File: src/rtl/sync_fifo.sv
// Single-clock byte FIFO with registered read data and full/empty flags derived from
// wrap-bit pointers. Reset is synchronous, active-high; storage is not cleared on reset.
module sync_fifo #(
  parameter int unsigned DATA_WIDTH = 8,
  parameter int unsigned DEPTH      = 8,
  parameter int unsigned ADDR_WIDTH = 3
) (
  input  logic                  clk,
  input  logic                  rst,
  input  logic                  w_en,
  input  logic                  r_en,
  input  logic [DATA_WIDTH-1:0] data_in,
  output logic [DATA_WIDTH-1:0] data_out,
  output logic                  full,
  output logic                  empty
);

  localparam logic [ADDR_WIDTH:0] PtrOne = {{ADDR_WIDTH{1'b0}}, 1'b1};

  logic [DATA_WIDTH-1:0] mem_q [DEPTH];
  logic [ADDR_WIDTH:0]   wr_ptr_q, wr_ptr_d;
  logic [ADDR_WIDTH:0]   rd_ptr_q, rd_ptr_d;
  logic [DATA_WIDTH-1:0] data_out_q, data_out_d;
  logic                  wr_ok, rd_ok;

  // Equal indices: same wrap bit means empty, differing wrap bit means full.
  always_comb begin
    empty = (wr_ptr_q == rd_ptr_q);
    full  = (wr_ptr_q[ADDR_WIDTH-1:0] == rd_ptr_q[ADDR_WIDTH-1:0]) &&
            (wr_ptr_q[ADDR_WIDTH] != rd_ptr_q[ADDR_WIDTH]);
    wr_ok = w_en & ~full;
    rd_ok = r_en & ~empty;
  end

  always_comb begin
    wr_ptr_d   = wr_ptr_q;
    rd_ptr_d   = rd_ptr_q;
    data_out_d = data_out_q;
    if (wr_ok) begin
      wr_ptr_d = wr_ptr_q + PtrOne;
    end
    if (rd_ok) begin
      rd_ptr_d   = rd_ptr_q + PtrOne;
      data_out_d = mem_q[rd_ptr_q[ADDR_WIDTH-1:0]];
    end
  end

  always_ff @(posedge clk) begin
    if (rst) begin
      wr_ptr_q   <= '0;
      rd_ptr_q   <= '0;
      data_out_q <= '0;
    end else begin
      wr_ptr_q   <= wr_ptr_d;
      rd_ptr_q   <= rd_ptr_d;
      data_out_q <= data_out_d;
    end
  end

  // Storage has no reset; writes are simply suppressed during the reset cycle.
  always_ff @(posedge clk) begin
    if (!rst && wr_ok) begin
      mem_q[wr_ptr_q[ADDR_WIDTH-1:0]] <= data_in;
    end
  end

  assign data_out = data_out_q;

endmodule

File: config.mk
export PLATFORM = sky130hd
export DESIGN_NAME = sync_fifo
export DESIGN_NICKNAME = d
export VERILOG_FILES = /design/src/rtl/sync_fifo.sv
export SDC_FILE = /design/constraint.sdc
export NUM_CORES = 1
export LEC_CHECK = 0
export CAP_MARGIN = 10
export CORE_MARGIN = 4
export CORE_UTILIZATION = 50
export CTS_BUF_LIST = sky130_fd_sc_hd__clkbuf_16
export CTS_CLUSTER_SIZE = 40
export DETAILED_ROUTE_END_ITERATION = 10
export PLACE_DENSITY = 0.68
export SLEW_MARGIN = 20
export SYNTH_ARGS = -nofsm -noshare
export SYNTH_HDL_FRONTEND = slang
export SYNTH_SLANG_ARGS = --single-unit
File: constraint.sdc
create_clock -name clk -period 2.76 [get_ports clk]
set_input_delay 0.552 -clock clk [delete_from_list [all_inputs] [get_ports clk]]
set_output_delay 0.552 -clock clk [all_outputs]
set_load 0.02 [all_outputs]
# Word-level counts from Yosys, hierarchy flattened
# Memory sizes are Yosys's and may differ from the RTL's. A register that Yosys moved wholly into a read port is not among the register bits.
# Cells that the tools add are included.
totals:
  register_bits: 8
  ram_bits: 64
  in_bits: 12
  n_memories: 1
op_classes:
  mux: 2
  eq_ne: 3
  n_addsub: 2
  bitwise_logic: 4
  n_reduce_logical: 3
mem_list:
  columns: ["name", "words", "word_bits", "read_ports", "rd_ports_with_merged_regs", "write_ports", "line_no", "source"]
  rows:
  - ["mem_q", 8, 8, 1, 1, 1, "20", "logic [DATA_WIDTH-1:0] mem_q [DEPTH];"]
ops:
  columns: ["cell", "n"]
  rows:
  - ["$add 4x1->4 const B", 2]
  - ["$eq 4x4->1", 1]
  - ["$eq 3x3->1", 1]
  - ["$and 1x1->1", 2]
  - ["$logic_and 1x1->1", 2]
  - ["$mux 1", 2]
  - ["$not 1->1", 2]
  - ["$logic_not 1->1", 1]
  - ["$ne 1x1->1", 1]

# Longest topological paths before layout
# Gate-level depths: netlist of the first run.
depth:
  word_depth: 7
  mapped_depth: 6
  mapped_depth_nobuf: 4

# Worst setup path before layout of the first run
# OpenSTA, ideal clock, no wires.
synth_timing:
  kind: "input to register"
  from: "in rst"
  to: "mem mem_q[0][0], enable pin"
  arrival_time_ps: 1912
  path_slack_ps: 453
  path_stages: 3
  cell_sequence: "buf_1 or2_2 nor4_1"
synth_via:
  elab_chain_len: 4
synth_rtl:
  columns: ["element", "line_no", "source"]
  rows:
  - ["from (decl)", "9", "input logic rst,"]
  - ["$logic_not 1->1", "62", "if (!rst && wr_ok) begin"]
  - ["$logic_and 1x1->1", "62", null]
  - ["$mux 1", "62", null]
  - ["$mux 1 (not written as such)", "63", "mem_q[wr_ptr_q[ADDR_WIDTH-1:0]] <= data_in;"]
  - ["to (decl)", "20", null]
# Every way passes these cells.

# Worst setup path after layout of the first run
layout_timing:
  from: "reg wr_ptr_q[2]"
  to: "out empty"
layout_via:
  elab_chain_len: 1
layout_rtl:
  columns: ["element", "line_no", "source"]
  rows:
  - ["from (decl)", "21", "logic [ADDR_WIDTH:0] wr_ptr_q, wr_ptr_d;"]
  - ["from (signal assigned)", "54", "wr_ptr_q <= wr_ptr_d;"]
  - ["$eq 4x4->1", "28", "empty = (wr_ptr_q == rd_ptr_q);"]
  - ["to (decl)", "15", "output logic empty"]
# Every way passes these cells.

==> report_table.html, run 1 <==
<table>
<tr><th>Metric</th><th>Value</th></tr>
<tr><th colspan="2">Run status</th></tr>
<tr><td>Result of the run</td><td>finished, final reports clean</td></tr>
<tr><th colspan="2">Critical path</th></tr>
<tr><td>Crit. End Element</td><td>output port</td></tr>
<tr><td>Worst reg2reg startpoint</td><td>wr_ptr_q[0]$_SDFFE_PP0P_</td></tr>
<tr><td>Worst Setup Start Kind</td><td>register</td></tr>
<tr><td>Internal reg-to-reg setup slack</td><td>about 0.43 ns</td></tr>
<tr><td>Cell count of the worst reg-to-reg path</td><td>5</td></tr>
<tr><td>Critical Path Fanout Max</td><td>4</td></tr>
<tr><td>Arr. time, crit path</td><td>~2.0 ns</td></tr>
<tr><td>Critical path required time</td><td>~2.2 ns</td></tr>
<tr><td>Critical register-to-register path endpoint</td><td>mem_q[7][4]$_DFFE_PP_</td></tr>
<tr><td>Worst Setup Path Type</td><td>register to output port</td></tr>
<tr><th colspan="2">Placement</th></tr>
<tr><td>Final HPWL DP</td><td>between 3000 and 4000 um</td></tr>
<tr><td>Global placement routability congestion</td><td>0.785</td></tr>
<tr><td>Dpl ws</td><td>roughly 0.35 ns</td></tr>
<tr><td>IO buf count</td><td>21</td></tr>
<tr><th colspan="2">Hold path</th></tr>
<tr><td>Hold_sp</td><td>data_out[6]$_SDFFE_PP0P_</td></tr>
<tr><td>Type of the tightest min-delay check</td><td>register to register</td></tr>
<tr><td>Count of cells along the worst hold path</td><td>2</td></tr>
<tr><td>Endpoint with the worst hold slack</td><td>data_out[6]$_SDFFE_PP0P_</td></tr>
<tr><th colspan="2">Routing</th></tr>
<tr><td>DRT Pass-1 Iters</td><td>4</td></tr>
<tr><td>Residual DRC</td><td>0</td></tr>
<tr><td>Violation count after the first detailed-route iteration</td><td>142</td></tr>
<tr><td>Remaining antenna violation count</td><td>0</td></tr>
<tr><td>Drt total wl</td><td>5960 um</td></tr>
<tr><td>Via total after detailed routing</td><td>about 1700</td></tr>
<tr><td>Average detailed-routed wire length per instance</td><td>20.0 um</td></tr>
<tr><td>Vias per cell</td><td>about 5.7</td></tr>
<tr><th colspan="2">Pwr</th></tr>
<tr><td>Reported leakage power</td><td>about 0.0013 uW</td></tr>
<tr><td>Power per Cell Area</td><td>821 nW/um^2</td></tr>
<tr><td>Total design power</td><td>~3200 uW</td></tr>
<tr><td>IR drop worst, VDD</td><td>around 560 uV</td></tr>
<tr><th colspan="2">Yosys</th></tr>
<tr><td>Summed instance area of the synthesized netlist</td><td>approximately 3300 sq um</td></tr>
<tr><td>Total number of yosys warnings</td><td>0</td></tr>
<tr><td>Synthesized net count</td><td>197</td></tr>
<tr><td>Post-synth cell types</td><td>35</td></tr>
<tr><td>Ranking of synthesized cells by area</td><td>sky130_fd_sc_hd__edfxtp_1, sky130_fd_sc_hd__mux4_2, sky130_fd_sc_hd__dfxtp_1</td></tr>
<tr><td>Share of the synthesized area in the top cell type</td><td>0.584</td></tr>
<tr><td>Sequential fraction of the synthesis area</td><td>0.682</td></tr>
<tr><td>Register bit count reported by yosys</td><td>80</td></tr>
<tr><td>Instance count of the mapped netlist</td><td>183</td></tr>
<tr><td>Avg Cell Area, Syn</td><td>between 15 and 20 sq um</td></tr>
<tr><td>Cell type contributing the most total cell area after synthesis</td><td>sky130_fd_sc_hd__edfxtp_1</td></tr>
<tr><th colspan="2">Floorplanning</th></tr>
<tr><td>Number of I/O pins</td><td>22</td></tr>
<tr><td>Initial core utilization</td><td>0.515</td></tr>
<tr><td>Vertical die dimension</td><td>slightly below 90 um</td></tr>
<tr><td>Std-Cell Rows</td><td>29</td></tr>
<tr><td>Core Area</td><td>between 6000 and 7000 sq um</td></tr>
<tr><td>Area of the die</td><td>a little under 8000 sq um</td></tr>
<tr><td>Die Width</td><td>about 89 um</td></tr>
<tr><th colspan="2">Clocking</th></tr>
<tr><td>CTS tree</td><td>yes</td></tr>
<tr><td>CTS H-tree lvls</td><td>3</td></tr>
<tr><td>Number of buffers created by CTS</td><td>9</td></tr>
<tr><td>Clock Pin Slew Worst Setup and Hold Paths</td><td>about 0.060 ns</td></tr>
<tr><td>Clock insertion delay at the later pin of the skew report</td><td>roughly 0.34 ns</td></tr>
<tr><td>Maximum count of clock buffers along a single path</td><td>2</td></tr>
<tr><td>Post-cts repair resize count</td><td>0</td></tr>
<tr><td>Post-CTS repair timing setup buffer count</td><td>0</td></tr>
<tr><td>Sinks on the clock net</td><td>80</td></tr>
<tr><td>Root buffer cell</td><td>sky130_fd_sc_hd__clkbuf_16</td></tr>
<tr><td>Count of hold-fix buffers inserted at cts</td><td>0</td></tr>
<tr><th colspan="2">Global route</th></tr>
<tr><td>Global-route total usage across every layer</td><td>0.174</td></tr>
<tr><td>Final global-route overflow total</td><td>0</td></tr>
<tr><td>Maximum number of pins on one net before global-route repair</td><td>21</td></tr>
<tr><td>Via count of the first global-routing pass</td><td>about 1800</td></tr>
<tr><td>Number of antenna violations at the first check in global routing</td><td>0</td></tr>
<tr><td>First-pass GRT wire length</td><td>about 9700 um</td></tr>
<tr><th colspan="2">Timing</th></tr>
<tr><td>Upper clock frequency limit</td><td>a little under 400 MHz</td></tr>
<tr><td>Number of slew-limit violations in the final report</td><td>0</td></tr>
<tr><td>Ratio of final minimum period to clock period</td><td>0.929</td></tr>
<tr><td>Fin. Hold Viols</td><td>0</td></tr>
<tr><td>Worst hold margin</td><td>~0.53 ns</td></tr>
<tr><td>Clock tree skew after final layout</td><td>approximately 0.011 ns</td></tr>
<tr><td>Worst max-slew margin expressed relative to the limit</td><td>0.311</td></tr>
<tr><td>Total negative slack</td><td>0 ns</td></tr>
<tr><td>Setup slack of the critical path after layout</td><td>a little under 0.2 ns</td></tr>
<tr><td>Shortest period the worst path allows</td><td>2.56 ns</td></tr>
<tr><td>Unrepaired setup endpoints after global routing</td><td>no</td></tr>
<tr><td>Total setup violations reported at the end of the flow</td><td>0</td></tr>
<tr><td>Worst Max-Slew Pin Slew</td><td>1.02 ns</td></tr>
<tr><th colspan="2">Cells and area</th></tr>
<tr><td>Antenna Diode Count</td><td>0</td></tr>
<tr><td>Number of nets in the finished design</td><td>230</td></tr>
<tr><td>Growth of design area from synthesis to finish</td><td>19.7%</td></tr>
<tr><td>Final-layout fill cell count</td><td>between 400 and 500</td></tr>
<tr><td>Share of layout cells above drive strength 1</td><td>0.285</td></tr>
<tr><th colspan="2">Run</th></tr>
<tr><td>MaxCap Viol Count</td><td>0</td></tr>
</table>
==> state kept, by name, summed over array words and instances, names as in the netlist <==
name	flops
data_out	8
mem_q	64
rd_ptr_q	4
wr_ptr_q	4
==> worst max path at each step <==
stage                             start               endpoint
6_report       wr_ptr_q[2]$_SDFFE_PP0P_                  empty
5_1_grt        wr_ptr_q[2]$_SDFFE_PP0P_                   full
4_1_cts        wr_ptr_q[1]$_SDFFE_PP0P_                   full
3_5_place_dp                       w_en  mem_q[5][0]$_DFFE_PP_
3_3_place_gp                       w_en  mem_q[5][6]$_DFFE_PP_
2_1_floorplan                       rst  mem_q[0][0]$_DFFE_PP_
==> routing by layer <==
layer / routed length (um) / track usage
met1: 2670 / 0.241
met2: 2810 / 0.254
met3: 350 / 0.0507
met4: 131 / 0.0798
met5: 0 / 0
==> cells by family (layout without fill, tap and decap cells) <==
| group | count (synthesis) | after routing | share of synthesized area |
|---|---|---|---|
| flip-flops | 80 | 80 | 0.682 |
| AND/OR/NAND/NOR | 36 | 36 | 0.0548 |
| XOR/XNOR | 7 | 7 | 0.0289 |
| AO/OA/AOI/OAI | 18 | 18 | 0.0544 |
| adder cells (fa/ha/maj) | 2 | 2 | 0.00761 |
| buffers and inverters | 14 | 52 | 0.0327 |
| multiplexers | 26 | 26 | 0.140 |
==> final cells by class <==
type / count / area (sq um) / area share
sequential: 80 / 2240 / 0.570
multi-input combinational: 89 / 940 / 0.239
timing repair buffer: 34 / 308 / 0.0781
clock buffer: 9 / 225 / 0.0572
clock inverter: 7 / 119 / 0.0302
tap: 77 / 96.3 / 0.0245
inverter: 2 / 7.51 / 0.00191
==> cell usage after synthesis (all sizes together) <==
cell type / instances
a21oi: 4
mux2i: 10
mux4: 16
nor2: 17
clkbuf: 1
nor3: 2
nand3: 2
a211oi: 8
nor4: 4
nand2b: 2
inv: 2
dfxtp: 16
or2: 3
o41ai: 2
o21ai: 2
a31o: 1
or3b: 1
or3: 2
edfxtp: 64
xnor2: 2
ha: 2
buf: 11
xor2: 5
o41a: 1
nand2: 3
==> per-stage QoR <==
step / utilization / instance area (sq um) / cells
after CTS: 0.617 / 3940 / 298
after detailed placement: 0.563 / 3590 / 282
after global placement: 0.563 / 3590 / 282
final: 0.617 / 3940 / 298
after floorplan: - / 3290 / 183
after global routing: 0.617 / 3940 / 298
==> where the power goes <==
part           internal [uW]  switching (uW)  total [uW]
clock network            886             471        1360
registers               1350            35.2        1390
logic                    237             253         490
==> critical path, stage by stage, from the launching register on <==
cell and delay, ns:
sky130_fd_sc_hd__dfxtp_1 0.42, sky130_fd_sc_hd__xor2_2 0.13, sky130_fd_sc_hd__or2_2 0.32, sky130_fd_sc_hd__nor3_1 0.19
sky130_fd_sc_hd__clkdlybuf4s50_1 0.63
==> cell usage in the layout (no fill, tap or decap), types with 3 or more instances in the layout <==
master                             n
sky130_fd_sc_hd__a21oi_1           3
sky130_fd_sc_hd__mux4_2           16
sky130_fd_sc_hd__nor4_1            4
sky130_fd_sc_hd__nand2_1           3
sky130_fd_sc_hd__bufinv_16         3
sky130_fd_sc_hd__clkdlybuf4s50_1  21
sky130_fd_sc_hd__nor2_1           15
sky130_fd_sc_hd__mux2i_1          10
sky130_fd_sc_hd__buf_4            13
sky130_fd_sc_hd__a211oi_2          8
sky130_fd_sc_hd__clkbuf_16         9
sky130_fd_sc_hd__edfxtp_1         64
sky130_fd_sc_hd__dfxtp_1          15
sky130_fd_sc_hd__inv_1             3
No activity file was read; power rests on OpenSTA's default activity.
==> run 2: changes to the inputs <==
Settings changed: CELL_PAD_IN_SITES_DETAIL_PLACEMENT set to 1, CELL_PAD_IN_SITES_GLOBAL_PLACEMENT set to 1, PLACE_DENSITY 0.68 to 0.77.
==> run 2 against run 1 <==
  * Cell area shrank 2.2%
  * Power shrank 9.2%
  * Register-to-register slack lost 0.07 ns
  * Critical path type unchanged
  * Largest power group unchanged
  * Highest routed layer unchanged
==> report_table.html, run 2 (same netlist as run 1, synthesis figures left out) <==
<table>
<tr><th>Metric</th><th>Value</th></tr>
<tr><th colspan="2">Cells and area</th></tr>
<tr><td>Final core utilization</td><td>0.603 (-0.0137)</td></tr>
<tr><td>Area of all sequential standard cells</td><td>2240 sq um (unchanged)</td></tr>
<tr><td>Number of nets in the finished design</td><td>229 (-0.43%)</td></tr>
<tr><td>Antenna Diode Count</td><td>0 (unchanged)</td></tr>
<tr><td>Share of layout cells above drive strength 1</td><td>0.277 (-0.00780)</td></tr>
<tr><td>Highest-count cells in the layout ignoring fill and taps</td><td>sky130_fd_sc_hd__edfxtp_1, sky130_fd_sc_hd__clkdlybuf4s50_1, sky130_fd_sc_hd__mux4_2</td></tr>
<tr><td>Number of flip-flops in the largest register</td><td>64 (unchanged)</td></tr>
<tr><td>Final-layout fill cell count</td><td>559 (+22%)</td></tr>
<tr><td>Most common library cell in the layout ignoring fill and taps</td><td>sky130_fd_sc_hd__edfxtp_1</td></tr>
<tr><td>Growth of design area from synthesis to finish</td><td>17.1%</td></tr>
<tr><td>Post-route design area</td><td>3850 sq um (-2.2%)</td></tr>
<tr><td>Area used by multi-input combinational logic</td><td>940 sq um (unchanged)</td></tr>
<tr><th colspan="2">Floorplanning</th></tr>
<tr><td>Number of I/O pins</td><td>22 (unchanged)</td></tr>
<tr><td>Std-Cell Rows</td><td>29 (unchanged)</td></tr>
<tr><td>Die Width</td><td>89.1 um (unchanged)</td></tr>
<tr><td>Core Area</td><td>6390 sq um (unchanged)</td></tr>
<tr><td>Initial core utilization</td><td>0.515 (unchanged)</td></tr>
<tr><td>Area of the die</td><td>7940 sq um (unchanged)</td></tr>
<tr><td>Vertical die dimension</td><td>89.1 um (unchanged)</td></tr>
<tr><th colspan="2">Clocking</th></tr>
<tr><td>Post-cts repair resize count</td><td>1 (+1)</td></tr>
<tr><td>Root buffer cell</td><td>sky130_fd_sc_hd__clkbuf_16</td></tr>
<tr><td>CTS H-tree lvls</td><td>3 (unchanged)</td></tr>
<tr><td>Clock insertion delay at the later pin of the skew report</td><td>0.34 ns (about the same)</td></tr>
<tr><td>Post-CTS repair timing setup buffer count</td><td>0 (unchanged)</td></tr>
<tr><td>Sinks on the clock net</td><td>80 (unchanged)</td></tr>
<tr><td>Count of hold-fix buffers inserted at cts</td><td>0 (unchanged)</td></tr>
<tr><td>Clock Pin Slew Worst Setup and Hold Paths</td><td>0.06 ns (about the same)</td></tr>
<tr><td>Number of buffers created by CTS</td><td>9 (unchanged)</td></tr>
<tr><td>CTS tree</td><td>yes</td></tr>
<tr><td>Maximum count of clock buffers along a single path</td><td>2 (unchanged)</td></tr>
<tr><th colspan="2">Global route</th></tr>
<tr><td>First-pass GRT wire length</td><td>10600 um (+8.7%)</td></tr>
<tr><td>Maximum number of pins on one net before global-route repair</td><td>21 (unchanged)</td></tr>
<tr><td>Via count of the first global-routing pass</td><td>1899 (+6.6%)</td></tr>
<tr><td>Global-route total usage across every layer</td><td>0.195 (+0.0212)</td></tr>
<tr><td>Final global-route overflow total</td><td>0 (unchanged)</td></tr>
<tr><td>Number of antenna violations at the first check in global routing</td><td>0 (unchanged)</td></tr>
<tr><th colspan="2">Critical path</th></tr>
<tr><td>Critical Path Fanout Max</td><td>4 (unchanged)</td></tr>
<tr><td>Worst Setup Start Kind</td><td>register</td></tr>
<tr><td>Cell count of the worst reg-to-reg path</td><td>5 (unchanged)</td></tr>
<tr><td>Critical register-to-register path endpoint</td><td>mem_q[3][7]$_DFFE_PP_</td></tr>
<tr><td>Internal reg-to-reg setup slack</td><td>0.36 ns (-0.07 ns)</td></tr>
<tr><td>Arr. time, crit path</td><td>2.08 ns (+0.07 ns)</td></tr>
<tr><td>Worst Setup Path Type</td><td>register to output port</td></tr>
<tr><td>Worst reg2reg startpoint</td><td>wr_ptr_q[0]$_SDFFE_PP0P_</td></tr>
<tr><td>Critical path required time</td><td>2.21 ns (about the same)</td></tr>
<tr><td>Launching instance or port of the critical path</td><td>rd_ptr_q[2]$_SDFFE_PP0P_</td></tr>
<tr><td>Worst setup path endpoint</td><td>empty</td></tr>
<tr><td>Crit. End Element</td><td>output port</td></tr>
<tr><th colspan="2">Routing</th></tr>
<tr><td>Residual DRC</td><td>0 (unchanged)</td></tr>
<tr><td>Vias per cell</td><td>5.84 (+1.8%)</td></tr>
<tr><td>Remaining antenna violation count</td><td>0 (unchanged)</td></tr>
<tr><td>Average detailed-routed wire length per instance</td><td>22.5 um (+12%)</td></tr>
<tr><td>Drt total wl</td><td>6670 um (+12%)</td></tr>
<tr><td>DRT Pass-1 Iters</td><td>5 (+1)</td></tr>
<tr><td>Via total after detailed routing</td><td>1735 (+1.5%)</td></tr>
<tr><td>Violation count after the first detailed-route iteration</td><td>95 (-33%)</td></tr>
<tr><th colspan="2">Timing</th></tr>
<tr><td>Fin. Hold Viols</td><td>0 (unchanged)</td></tr>
<tr><td>Clock tree skew after final layout</td><td>0.0119 ns (+0.000851 ns)</td></tr>
<tr><td>Worst max-slew margin expressed relative to the limit</td><td>0.299 (-0.0120)</td></tr>
<tr><td>Total setup violations reported at the end of the flow</td><td>0 (unchanged)</td></tr>
<tr><td>Total negative slack</td><td>0 ns (unchanged)</td></tr>
<tr><td>Number of slew-limit violations in the final report</td><td>0 (unchanged)</td></tr>
<tr><td>Unrepaired setup endpoints after global routing</td><td>no</td></tr>
<tr><td>Shortest period the worst path allows</td><td>2.63 ns (+0.0644 ns)</td></tr>
<tr><td>Ratio of final minimum period to clock period</td><td>0.953 (+0.0233)</td></tr>
<tr><td>Setup slack of the critical path after layout</td><td>0.131 ns (-0.0644 ns)</td></tr>
<tr><td>Worst Max-Slew Pin Slew</td><td>1.04 ns (+0.0179 ns)</td></tr>
<tr><td>Upper clock frequency limit</td><td>380 MHz (-2.5%)</td></tr>
<tr><th colspan="2">Pwr</th></tr>
<tr><td>IR drop worst, VDD</td><td>660 uV (+17%)</td></tr>
<tr><td>Power per Cell Area</td><td>762 nW/um^2 (-7.1%)</td></tr>
<tr><td>Reported leakage power</td><td>0.00124 uW (-3.1%)</td></tr>
<tr><th colspan="2">Placement</th></tr>
<tr><td>Global placement routability congestion</td><td>0.802 (+2.1%)</td></tr>
<tr><td>Dpl ws</td><td>0.308 ns (-0.0438 ns)</td></tr>
<tr><td>Final HPWL DP</td><td>4330 um (+9.5%)</td></tr>
<tr><td>Post-placement cell area</td><td>3590 sq um (-0.21%)</td></tr>
<tr><td>IO buf count</td><td>21 (unchanged)</td></tr>
<tr><th colspan="2">Hold path</th></tr>
<tr><td>Type of the tightest min-delay check</td><td>register to register</td></tr>
<tr><th colspan="2">Run</th></tr>
<tr><td>MaxCap Viol Count</td><td>0 (unchanged)</td></tr>
<tr><th colspan="2">Run status</th></tr>
<tr><td>Result of the run</td><td>finished, final reports clean</td></tr>
</table>
-- run 2: cell types whose count changed in the layout (fill, tap and decap cells not counted) --
| cell | before | now |
|---|---|---|
| sky130_fd_sc_hd__clkinv_2 | 0 | 3 |
| sky130_fd_sc_hd__buf_4 | 13 | 12 |
| sky130_fd_sc_hd__bufinv_16 | 3 | 0 |
| sky130_fd_sc_hd__inv_6 | 2 | 1 |
| sky130_fd_sc_hd__clkinv_1 | 0 | 1 |
-- run 2: worst max-delay path, stage by stage (launching register included) --
cell                              delay [ns]
sky130_fd_sc_hd__dfxtp_1                0.34
sky130_fd_sc_hd__xor2_2                 0.20
sky130_fd_sc_hd__or2_2                  0.32
sky130_fd_sc_hd__nor3_1                 0.23
sky130_fd_sc_hd__clkdlybuf4s50_1        0.64
-- run 2: metal layers --
layer | global-route usage | wire length [um] | share of wire
met3 | 0.0525 | 290 | 0.043
met5 | 0 | 0 | 0
met2 | 0.338 | 3560 | 0.53
met1 | 0.222 | 2600 | 0.39
met4 | 0.0961 | 221 | 0.033
-- run 2: final cells by class --
class	instances	share of cell area
Sequential cell	80	0.583
Clock inverter	7	0.0101
Timing Repair Buffer	33	0.0780
Clock buffer	9	0.0585
Inverter	2	0.00195
Tap cell	77	0.0250
Multi-Input combinational cell	89	0.244
-- run 2: worst min path at each step --
stage                                   startpoint                        to  slack (ns)  cells past startpoint
after CTS                 rd_ptr_q[3]$_SDFFE_PP0P_  rd_ptr_q[3]$_SDFFE_PP0P_        0.53                      2
final                     rd_ptr_q[3]$_SDFFE_PP0P_  rd_ptr_q[3]$_SDFFE_PP0P_        0.53                      2
after floorplan           rd_ptr_q[3]$_SDFFE_PP0P_  rd_ptr_q[3]$_SDFFE_PP0P_        0.49                      2
after global routing      data_out[2]$_SDFFE_PP0P_  data_out[2]$_SDFFE_PP0P_        0.57                      2
after global placement    rd_ptr_q[3]$_SDFFE_PP0P_  rd_ptr_q[3]$_SDFFE_PP0P_        0.51                      2
after detailed placement  rd_ptr_q[3]$_SDFFE_PP0P_  rd_ptr_q[3]$_SDFFE_PP0P_        0.52                      2
-- run 2: metrics by stage --
| step | power (uW) | std cells | hold slack [ns] |
|---|---|---|---|
| floorplan | 1780 | 183 | 0.494 |
| global placement | 1890 | 281 | 0.511 |
| finish | 2940 | 297 | 0.530 |
| global route | 3080 | 297 | 0.568 |
| CTS | 2970 | 297 | 0.531 |
| detailed placement | 1920 | 281 | 0.523 |
-- run 2: power by group --
part           switching, uW  leakage, uW  internal (uW)  total, uW
Clock                    446     0.000134            600       1050
Combinational            264     0.000394            237        501
Sequential              36.8     0.000710           1350       1390
==> run 3: changes to the inputs <==
Settings changed: ABC_CLOCK_PERIOD_IN_PS set to 2760.
==> results of run 3 <==
Final layout, timing and power as in run 2 (identical DEF).
